## config.mk

```make
export PLATFORM = sky130hd
export DESIGN_NAME = sdram_stream_bridge
export DESIGN_NICKNAME = d
export VERILOG_FILES = /design/src/rtl/sdram_param_pkg.sv /design/src/rtl/sdram_stream_bridge.sv
export SDC_FILE = /design/constraint.sdc
export NUM_CORES = 1
export LEC_CHECK = 0
export CORE_MARGIN = 10
export CORE_UTILIZATION = 50
export CTS_CLUSTER_DIAMETER = 100
export CTS_CLUSTER_SIZE = 28
export DETAILED_ROUTE_END_ITERATION = 7
export HOLD_SLACK_MARGIN = 0.05
export PLACE_DENSITY = 0.88
export SETUP_SLACK_MARGIN = 0.15
export SLEW_MARGIN = 30
export SYNTH_ARGS = -nofsm -noshare
export SYNTH_HDL_FRONTEND = slang
export SYNTH_SLANG_ARGS = --single-unit
```

## constraint.sdc

```tcl
create_clock -name clk -period 3.2 [get_ports clk]
set_input_delay 0.64 -clock clk [delete_from_list [all_inputs] [get_ports clk]]
set_output_delay 0.64 -clock clk [all_outputs]
set_load 0.02 [all_outputs]
```

## src/rtl/sdram_param_pkg.sv

```systemverilog
// Shared SDRAM parameters: burst lengths plus the data-stage and stream-bridge FSM encodings.
package sdram_param;

  localparam int W_BL   = 4;
  localparam int R_BL   = 4;
  localparam int ADDR_W = 24;

  typedef enum logic [1:0] {
    DS_IDLE = 2'd0,
    DS_ACT  = 2'd1,
    DS_RW   = 2'd2,
    DS_PRE  = 2'd3
  } ds_state_e;

  typedef enum logic [2:0] {
    IDLE    = 3'd0,
    WR_PACK = 3'd1,
    WR_PUSH = 3'd2,
    RD_ADDR = 3'd3,
    RD_DATA = 3'd4,
    RD_LO   = 3'd5,
    RD_HI   = 3'd6,
    DONE    = 3'd7
  } br_state_e;

  // Low byte-address bits that must be zero for a burst-aligned transfer.
  function automatic logic [ADDR_W-1:0] align_mask(input int bl);
    return ADDR_W'(2 * bl - 1);
  endfunction

endpackage

```

## src/rtl/sdram_stream_bridge.sv

```systemverilog
// Byte stream <-> 16-bit SDRAM word bridge with inline packer/unpacker.
// Optional: SDRAM_BRIDGE_ALIGN_CHK_EN rejects misaligned commands with an err pulse.
module sdram_stream_bridge
  import sdram_param::*;
(
  input  logic        clk,
  input  logic        rst_n,
  input  logic        cmd_valid,
  output logic        cmd_ready,
  input  logic        cmd_wr,
  input  logic [23:0] cmd_addr,
  input  logic [7:0]  cmd_nburst,
  input  logic [7:0]  wb_data,
  input  logic        wb_valid,
  output logic        wb_ready,
  output logic [7:0]  rb_data,
  output logic        rb_valid,
  input  logic        rb_ready,
  output logic [15:0] wr_data,
  output logic [31:0] wr_addr,
  output logic        wr_valid,
  input  logic        wr_ready,
  output logic [23:0] rd_addr,
  output logic        rd_avalid,
  input  logic        rd_aready,
  input  logic [15:0] rd_data,
  input  logic        rd_valid,
  output logic        rd_ready,
  output logic        busy,
  output logic        err
);

  br_state_e   state_q, state_d;
  logic [23:0] base_q, base_d;
  logic [7:0]  nburst_q, nburst_d;
  logic [15:0] word_idx_q, word_idx_d;
  logic [7:0]  burst_idx_q, burst_idx_d;
  logic [7:0]  beat_q, beat_d;
  logic [15:0] word_q, word_d;
  logic        byte_hi_q, byte_hi_d;
  logic [23:0] cmd_mask;
  logic [15:0] total_words;

  assign cmd_mask    = cmd_wr ? align_mask(W_BL) : align_mask(R_BL);
  assign total_words = 16'(nburst_q) * 16'(W_BL);

  assign wr_data = word_q;
  assign wr_addr = {8'd0, base_q + (24'(word_idx_q) << 1)};
  assign rd_addr = (base_q >> 1) + 24'(burst_idx_q) * 24'(R_BL);
  assign rb_data = (state_q == RD_HI) ? word_q[15:8] : word_q[7:0];
  assign busy    = (state_q != IDLE);

`ifdef SDRAM_BRIDGE_ALIGN_CHK_EN
  logic err_q, err_d;
  assign err = err_q;
`else
  assign err = 1'b0;
`endif

  always_comb begin
    state_d     = state_q;
    base_d      = base_q;
    nburst_d    = nburst_q;
    word_idx_d  = word_idx_q;
    burst_idx_d = burst_idx_q;
    beat_d      = beat_q;
    word_d      = word_q;
    byte_hi_d   = byte_hi_q;
`ifdef SDRAM_BRIDGE_ALIGN_CHK_EN
    err_d       = 1'b0;
`endif
    cmd_ready   = 1'b0;
    wb_ready    = 1'b0;
    wr_valid    = 1'b0;
    rd_avalid   = 1'b0;
    rd_ready    = 1'b0;
    rb_valid    = 1'b0;

    unique case (state_q)
      IDLE: begin
        cmd_ready = 1'b1;
        if (cmd_valid) begin
          nburst_d    = cmd_nburst;
          word_idx_d  = '0;
          burst_idx_d = '0;
          beat_d      = '0;
          byte_hi_d   = 1'b0;
          word_d      = '0;
`ifdef SDRAM_BRIDGE_ALIGN_CHK_EN
          base_d = cmd_addr;
          if (|(cmd_addr & cmd_mask)) begin
            err_d   = 1'b1;
            state_d = DONE;
          end else if (cmd_nburst == 8'd0) begin
            state_d = DONE;
          end else begin
            state_d = cmd_wr ? WR_PACK : RD_ADDR;
          end
`else
          base_d = cmd_addr & ~cmd_mask;
          if (cmd_nburst == 8'd0) state_d = DONE;
          else                    state_d = cmd_wr ? WR_PACK : RD_ADDR;
`endif
        end
      end
      WR_PACK: begin
        wb_ready = 1'b1;
        if (wb_valid) begin
          // Little-endian: first byte is the low half of the word.
          if (!byte_hi_q) begin
            word_d[7:0] = wb_data;
            byte_hi_d   = 1'b1;
          end else begin
            word_d[15:8] = wb_data;
            byte_hi_d    = 1'b0;
            state_d      = WR_PUSH;
          end
        end
      end
      WR_PUSH: begin
        wr_valid = 1'b1;
        if (wr_ready) begin
          word_idx_d = word_idx_q + 16'd1;
          state_d    = (word_idx_q == total_words - 16'd1) ? DONE : WR_PACK;
        end
      end
      RD_ADDR: begin
        rd_avalid = 1'b1;
        if (rd_aready) begin
          beat_d  = '0;
          state_d = RD_DATA;
        end
      end
      RD_DATA: begin
        rd_ready = 1'b1;
        if (rd_valid) begin
          word_d  = rd_data;
          state_d = RD_LO;
        end
      end
      RD_LO: begin
        rb_valid = 1'b1;
        if (rb_ready) state_d = RD_HI;
      end
      RD_HI: begin
        rb_valid = 1'b1;
        if (rb_ready) begin
          if (beat_q != 8'(R_BL - 1)) begin
            beat_d  = beat_q + 8'd1;
            state_d = RD_DATA;
          end else if (burst_idx_q != nburst_q - 8'd1) begin
            burst_idx_d = burst_idx_q + 8'd1;
            state_d     = RD_ADDR;
          end else begin
            state_d = DONE;
          end
        end
      end
      DONE: state_d = IDLE;
      default: state_d = IDLE;
    endcase
  end

  always_ff @(posedge clk or negedge rst_n) begin
    if (!rst_n) begin
      state_q     <= IDLE;
      base_q      <= '0;
      nburst_q    <= '0;
      word_idx_q  <= '0;
      burst_idx_q <= '0;
      beat_q      <= '0;
      word_q      <= '0;
      byte_hi_q   <= 1'b0;
`ifdef SDRAM_BRIDGE_ALIGN_CHK_EN
      err_q       <= 1'b0;
`endif
    end else begin
      state_q     <= state_d;
      base_q      <= base_d;
      nburst_q    <= nburst_d;
      word_idx_q  <= word_idx_d;
      burst_idx_q <= burst_idx_d;
      beat_q      <= beat_d;
      word_q      <= word_d;
      byte_hi_q   <= byte_hi_d;
`ifdef SDRAM_BRIDGE_ALIGN_CHK_EN
      err_q       <= err_d;
`endif
    end
  end

endmodule

```

==> metrics, run 1 <==
Die Area between 15,000 and 20,000 sq um; Worst-Margin Slew roughly 0.77 ns; most common cell in the netlist nand2_1; Routed WL per cell 19.6 um; number of port buffers 137; Main synth FF type dfrtp_1; YS warnings 0; Syn Area/Cell between 7 and 8 sq um; Global Route Usage Sum 23.4%; Hold Crit Class input port to async pin; clock skew 0.00875 ns; synth top area cells dfrtp_1 (34%), nand2_1 (9.4%), ha_1 (5.5%); CORE AREA 11,500 sq um; CP startpoint kind flop; number of flops mapped to enable cells by yosys 0; top cells by count, synth nand2_1 (149), dfrtp_1 (81), nor2_1 (64); clock buffer depth 2; largest net degree at the start of global routing 82; HPWL Detailed 13,500 um; IO Count about 150; Die H 129 um; part of the cycle the worst path needs 104%; crit-path max FO 4; Synth async-reset ratio 100%; WS Path Type flop to output port; violated checks setup timing; DR iter-0 viols 652; clk_lat worst skew 0.35 ns; Vias 6,598; clk root buf clkbuf_16; Max Clk Rate 301 MHz; fin crit period 3.32 ns; level count of the clock H-tree 3; Area growth, synth to finish 45.4%; fillers 739; CP Capture Type output port; Post-Place Cells 1,056; Clock Sinks 81; Yosys top cell area share 34.2%; max-slew violation count 0; Critical Path AT around 2.7 ns; Num CTS Buffers 9; unrepaired setup endpoints after global routing true; first-pass GRT wire length between 30,000 and 40,000 um; global route overflow 0; Req. time, crit path 2.56 ns; dpl ws -0.328 ns; Setup WS post-layout -0.118 ns; fin cells 1,094; Max-slew headroom between 40% and 50%; TritonCTS clock tree built; antenna-violating nets left 0; n_diodes 0; post-detailed-routing wire length 21,400 um; clk slew on worst S/H paths 0.06 ns; number of max-cap violations 0; antenna violations before repair 0; post-synth cell types approximately 70; Post-route DRC 0; Mapped Area 5920 sq um; DIE WIDTH 129 um; NumNets Final 1,039; Synth area leader dfrtp_1; drt first pass iters 6; # rows 39; outcome finished with violations; Starting Density 51.4%; cells after synthesis roughly 740; Fin. Hold Viols 0; GP Congestion around 0.9; Via-to-Cell Ratio 6.03; CTS Hold Buffers Added 0; Yosys reg bits 81; share of layout cells above drive strength 1 a little over a fifth; Seq/Total Area, Yosys 34.2%; final setup vio count 13; total power 7400 uW; Leak 0.00399 uW; PwrDens 860 nW/um^2; Peak supply drop about 0.69 mV; vias in the first global route 6,536
[timing repair]
action	CTS	global route
pin swaps	27	29
resized for setup	205	53
buffers inserted	12	10
setup endpoints to repair	35	35
hold endpoints to repair	0	0
[power by group]
group	internal (uW)	switching, uW
clock network	573	460
registers	1370	462
logic	2030	2510
total	3980	3430
[worst max-delay path, cell delays in order (launching register included)]
cell       delay [ns]
dfrtp_2          0.45
ha_4             0.30
a211oi_2         0.06
buf_4            0.15
o211ai_1         0.24
nand4_1          0.20
buf_4            0.19
a31oi_4          0.22
o2111ai_2        0.13
xnor2_1          0.21
buf_4            0.18
[cell families after synthesis]
group,after synthesis,synth area share [%]
other,1,0.0633
AO/OA/AOI/OAI,161,17.3
AND/OR/NAND/NOR,330,25.9
buffers and inverters,71,5.45
flip-flops,81,34.2
XOR/XNOR,65,9.85
multiplexers,5,1.06
adder cells (fa/ha/maj),28,6.17
[flip-flops by register name, indices dropped and copies added (netlist names)]
register	flops
base_q	21
word_idx_q	16
wr_data	16
beat_q	8
burst_idx_q	8
nburst_q	8
state_q	3
byte_hi_q	1
[metal layers]
metal  vias to the layer above  global-route usage (%)  part of all wire [%]
li1                       2967                       -                     -
met1                      3152                    25.7                    37
met2                       389                    40.7                    49
met3                        90                    6.78                   9.5
met4                         0                    11.2                   4.1
met5                         -                       0                     0
[path summary, 6_finish.rpt]
| kind | startpoint | to | slack, ns | depth (start not counted) |
|---|---|---|---|---|
| worst min-delay path | rst_n | base_q[11] | 0.34 | 1 |
| worst max register to register | state_q[2] | beat_q[5] | 0.44 | 8 |
| max in group asynchronous | rst_n | base_q[4] | 2.31 | 1 |
| worst max-delay path | base_q[4] | wr_addr[20] | -0.12 | 10 |
| worst min register to register | beat_q[7] | beat_q[7] | 0.49 | 1 |
| min in group clk | beat_q[7] | beat_q[7] | 0.49 | 1 |
[through the flow]
step           instance area (sq um)  util, %  setup TNS [ns]  hold slack [ns]
2_1_floorplan                   5980        -               0            0.344
4_1_cts                         8360     72.6         -0.0450            0.381
3_5_place_dp                    7840     68.1           -5.45            0.500
3_3_place_gp                    7840     68.0           -3.78            0.460
6_report                        8610     74.8          -0.683            0.336
5_1_grt                         8610     74.8           -2.25            0.407
[layout by cell type (no fill, tap or decap), drive strengths merged, types with 3 or more instances in the layout]
cell type	synthesis	routed
clkbuf	32	13
a21oi	49	49
mux2i	4	4
o21bai	3	3
or3	10	10
nor4	7	7
nand3	20	20
o211ai	4	4
a22oi	17	17
o31ai	7	7
and3	9	9
buf	18	126
nand4	13	13
dlygate4sd2	0	4
or2	3	3
inv	21	22
nand2	150	150
and2	6	6
ha	26	26
nor3	12	12
conb	1	12
o21a	4	4
a2111oi	5	5
a31oi	5	5
dfrtp	81	81
clkdlybuf4s50	0	99
nor2b	8	8
or4	6	6
and3b	3	3
nand2b	11	11
xnor2	37	37
xor2	27	27
o21ai	40	40
nor2	64	64
a21o	6	6
clkinv	0	3
[final cells by class]
cell class | instances | area [sq um] | share of cell area, %
clock buffer | 11 | 253 | 2.93
clock inverter | 5 | 38.8 | 0.450
inverter | 21 | 78.8 | 0.915
multi-input combinational | 601 | 3980 | 46.3
sequential | 81 | 2030 | 23.6
tap | 143 | 179 | 2.08
timing repair buffer | 232 | 2050 | 23.8
(Power assumes the default switching activity.)
==> run 2: changes to the inputs <==
--- a/config.mk
+++ b/config.mk
@@ -5,6 +5,7 @@
 export SDC_FILE = /design/constraint.sdc
 export NUM_CORES = 1
 export LEC_CHECK = 0
+export CORE_ASPECT_RATIO = 1.4
 export CORE_MARGIN = 10
 export CORE_UTILIZATION = 50
 export CTS_CLUSTER_DIAMETER = 100
==> run 2 against run 1 <==
Effect of this change:
- the flow still finishes with violations (setup timing)
- clock power is 9% higher
- first-iteration DRC count is 13% lower
- total power is 1.3% higher
- largest cell class unchanged
==> metrics, run 2 (same netlist as run 1, synthesis figures left out) <==
antenna violations before repair 0 (unchanged); antenna-violating nets left 0 (unchanged); Peak supply drop 0.675 mV (-2.7%); Reg2Reg Launch Point state_q[2]; CORE AREA 11,700 sq um (+1.6%); GP Congestion 0.868 (-5.5%); Area growth, synth to finish 46.2%; share of layout cells above drive strength 1 22.1% (+0.58 points); n_diodes 0 (unchanged); level count of the clock H-tree 3 (unchanged); Die H 149 um (+15%); clk_lat worst skew 0.35 ns (about the same); fillers 768 (+3.9%); CP Capture Type output port; crit-path max FO 6 (+2); PwrDens 866 nW/um^2 (+0.68%); largest net degree at the start of global routing 82 (unchanged); WS Path Type flop to output port; IO Count 153 (unchanged); clock skew 0.00870 ns (-0.0000538 ns); number of port buffers 137 (unchanged); Max-slew headroom 48.3% (-0.37 points); Req. time, crit path 2.56 ns (about the same); max-slew violation count 0 (unchanged); CP startpoint kind flop; Worst-Margin Slew 0.775 ns (+0.00561 ns); dpl ws -0.408 ns (-0.0807 ns); Clock Sinks 81 (unchanged); Hold Crit Class input port to async pin; TritonCTS clock tree built; HPWL Detailed 13,700 um (+0.85%); clock buffer depth 2 (unchanged); Critical Path AT 2.73 ns (+0.05 ns); global route overflow 0 (unchanged); Critical R2R Capture beat_q[5]; total power 7500 uW (+1.3%); multi-input logic area 4060 sq um (+1.9%); Routed WL per cell 19.7 um (+0.43%); Max Clk Rate 297 MHz (-1.4%); outcome finished with violations; Starting Density 50.6% (-0.82 points); Leak 0.00402 uW (+0.82%); Critical Path End wr_addr[23]; clk root buf clkbuf_16; Fin. Hold Viols 0 (unchanged); Via-to-Cell Ratio 5.98 (-0.77%); Final Util 74.0% (-0.77 points); Die Area 16,700 sq um (+0.37%); post-detailed-routing wire length 21,500 um (+0.15%); final setup vio count 14 (+1); Setup WS post-layout -0.166 ns (-0.0479 ns); number of max-cap violations 0 (unchanged); register area 2030 sq um (about the same); flop2flop setup slack 0.50 ns (+0.06 ns); drt first pass iters 8 (+2); Vias 6,529 (-1.0%); Num CTS Buffers 9 (unchanged); unrepaired setup endpoints after global routing true; register with the most flip-flops base_q; vias in the first global route 6,698 (+2.5%); part of the cycle the worst path needs 105% (+1.5 points); CP Launch Point word_idx_q[2]; DR iter-0 viols 569 (-13%); most frequent cells in the layout nand2_1 (146), buf_4 (103), clkdlybuf4s50_1 (98); commonest non-fill, non-tap cell in the layout nand2_1; # rows 47 (+21%); clk slew on worst S/H paths 0.06 ns (about the same); violated checks setup timing; r2r worst-path depth 8 (unchanged); fin crit period 3.37 ns (+0.0479 ns); Global Route Usage Sum 23.6% (+0.21 points); NumNets Final 1,032 (-0.67%); DIE WIDTH 112 um (-13%); first-pass GRT wire length 32,900 um (+2.8%); number of flip-flops in the largest register 21 (unchanged); Post-route DRC 0 (unchanged)
[run 2: worst max-delay path, stage by stage, from the launching register on]
cell     delay, ns
dfrtp_1       0.38
ha_2          0.21
inv_2         0.05
fa_2          0.34
nor2b_1       0.19
o31a_1        0.23
o21ai_2       0.09
o21ai_1       0.18
buf_4         0.22
a41oi_2       0.15
xnor2_2       0.17
buf_4         0.16
[run 2: cell type report]
type | count | area share (%)
Multi-Input combinational cell | 601 | 46.9
Sequential cell | 81 | 23.4
Timing Repair Buffer | 225 | 23.1
Clock buffer | 10 | 2.64
Tap cell | 147 | 2.12
Clock inverter | 6 | 0.953
Inverter | 21 | 0.910
[run 2: report_power, final]
group	leakage, uW	switching [uW]	internal, uW
combinational	0.00282	2500	2040
sequential	0.00104	470	1370
clock	0.000152	441	680
[run 2: what timing repair did]
item / in CTS / in global routing
hold buffers: 0 / 0
endpoints found under the hold margin: 0 / 0
gates resized for setup: 212 / 55
pin swaps: 24 / 24
setup endpoints to repair: 34 / 50
gates cloned: 0 / 0
setup buffers: 12 / 8
[run 2: stage by stage]
step | cell area (sq um) | setup TNS (ns) | hold slack (ns) | std cells
final | 8660 | -1.11 | 0.311 | 1091
after global routing | 8660 | -2.44 | 0.405 | 1091
after CTS | 8410 | -0.0516 | 0.385 | 1083
after detailed placement | 7810 | -5.41 | 0.473 | 1055
after global placement | 7800 | -3.91 | 0.457 | 1055
after floorplan | 5980 | 0 | 0.344 | 753
[run 2: worst min-delay path by stage]
| stage | end | cells past startpoint | slack, ns |
|---|---|---|---|
| 6_report | wr_data[3] | 1 | 0.31 |
| 5_1_grt | wr_data[3] | 1 | 0.41 |
| 4_1_cts | wr_data[3] | 1 | 0.38 |
| 3_5_place_dp | beat_q[7] | 1 | 0.47 |
| 3_3_place_gp | beat_q[7] | 1 | 0.46 |
| 2_1_floorplan | base_q[10] | 0 | 0.34 |
[run 2: routing by layer]
layer  vias up  part of all wire [%]  global-route usage (%)
met5         -                     0                       0
met4         0                   6.1                    12.8
met3       122                   8.7                    7.13
met2       370                    52                    43.5
met1      3075                    33                    23.0
li1       2962                     -                       -
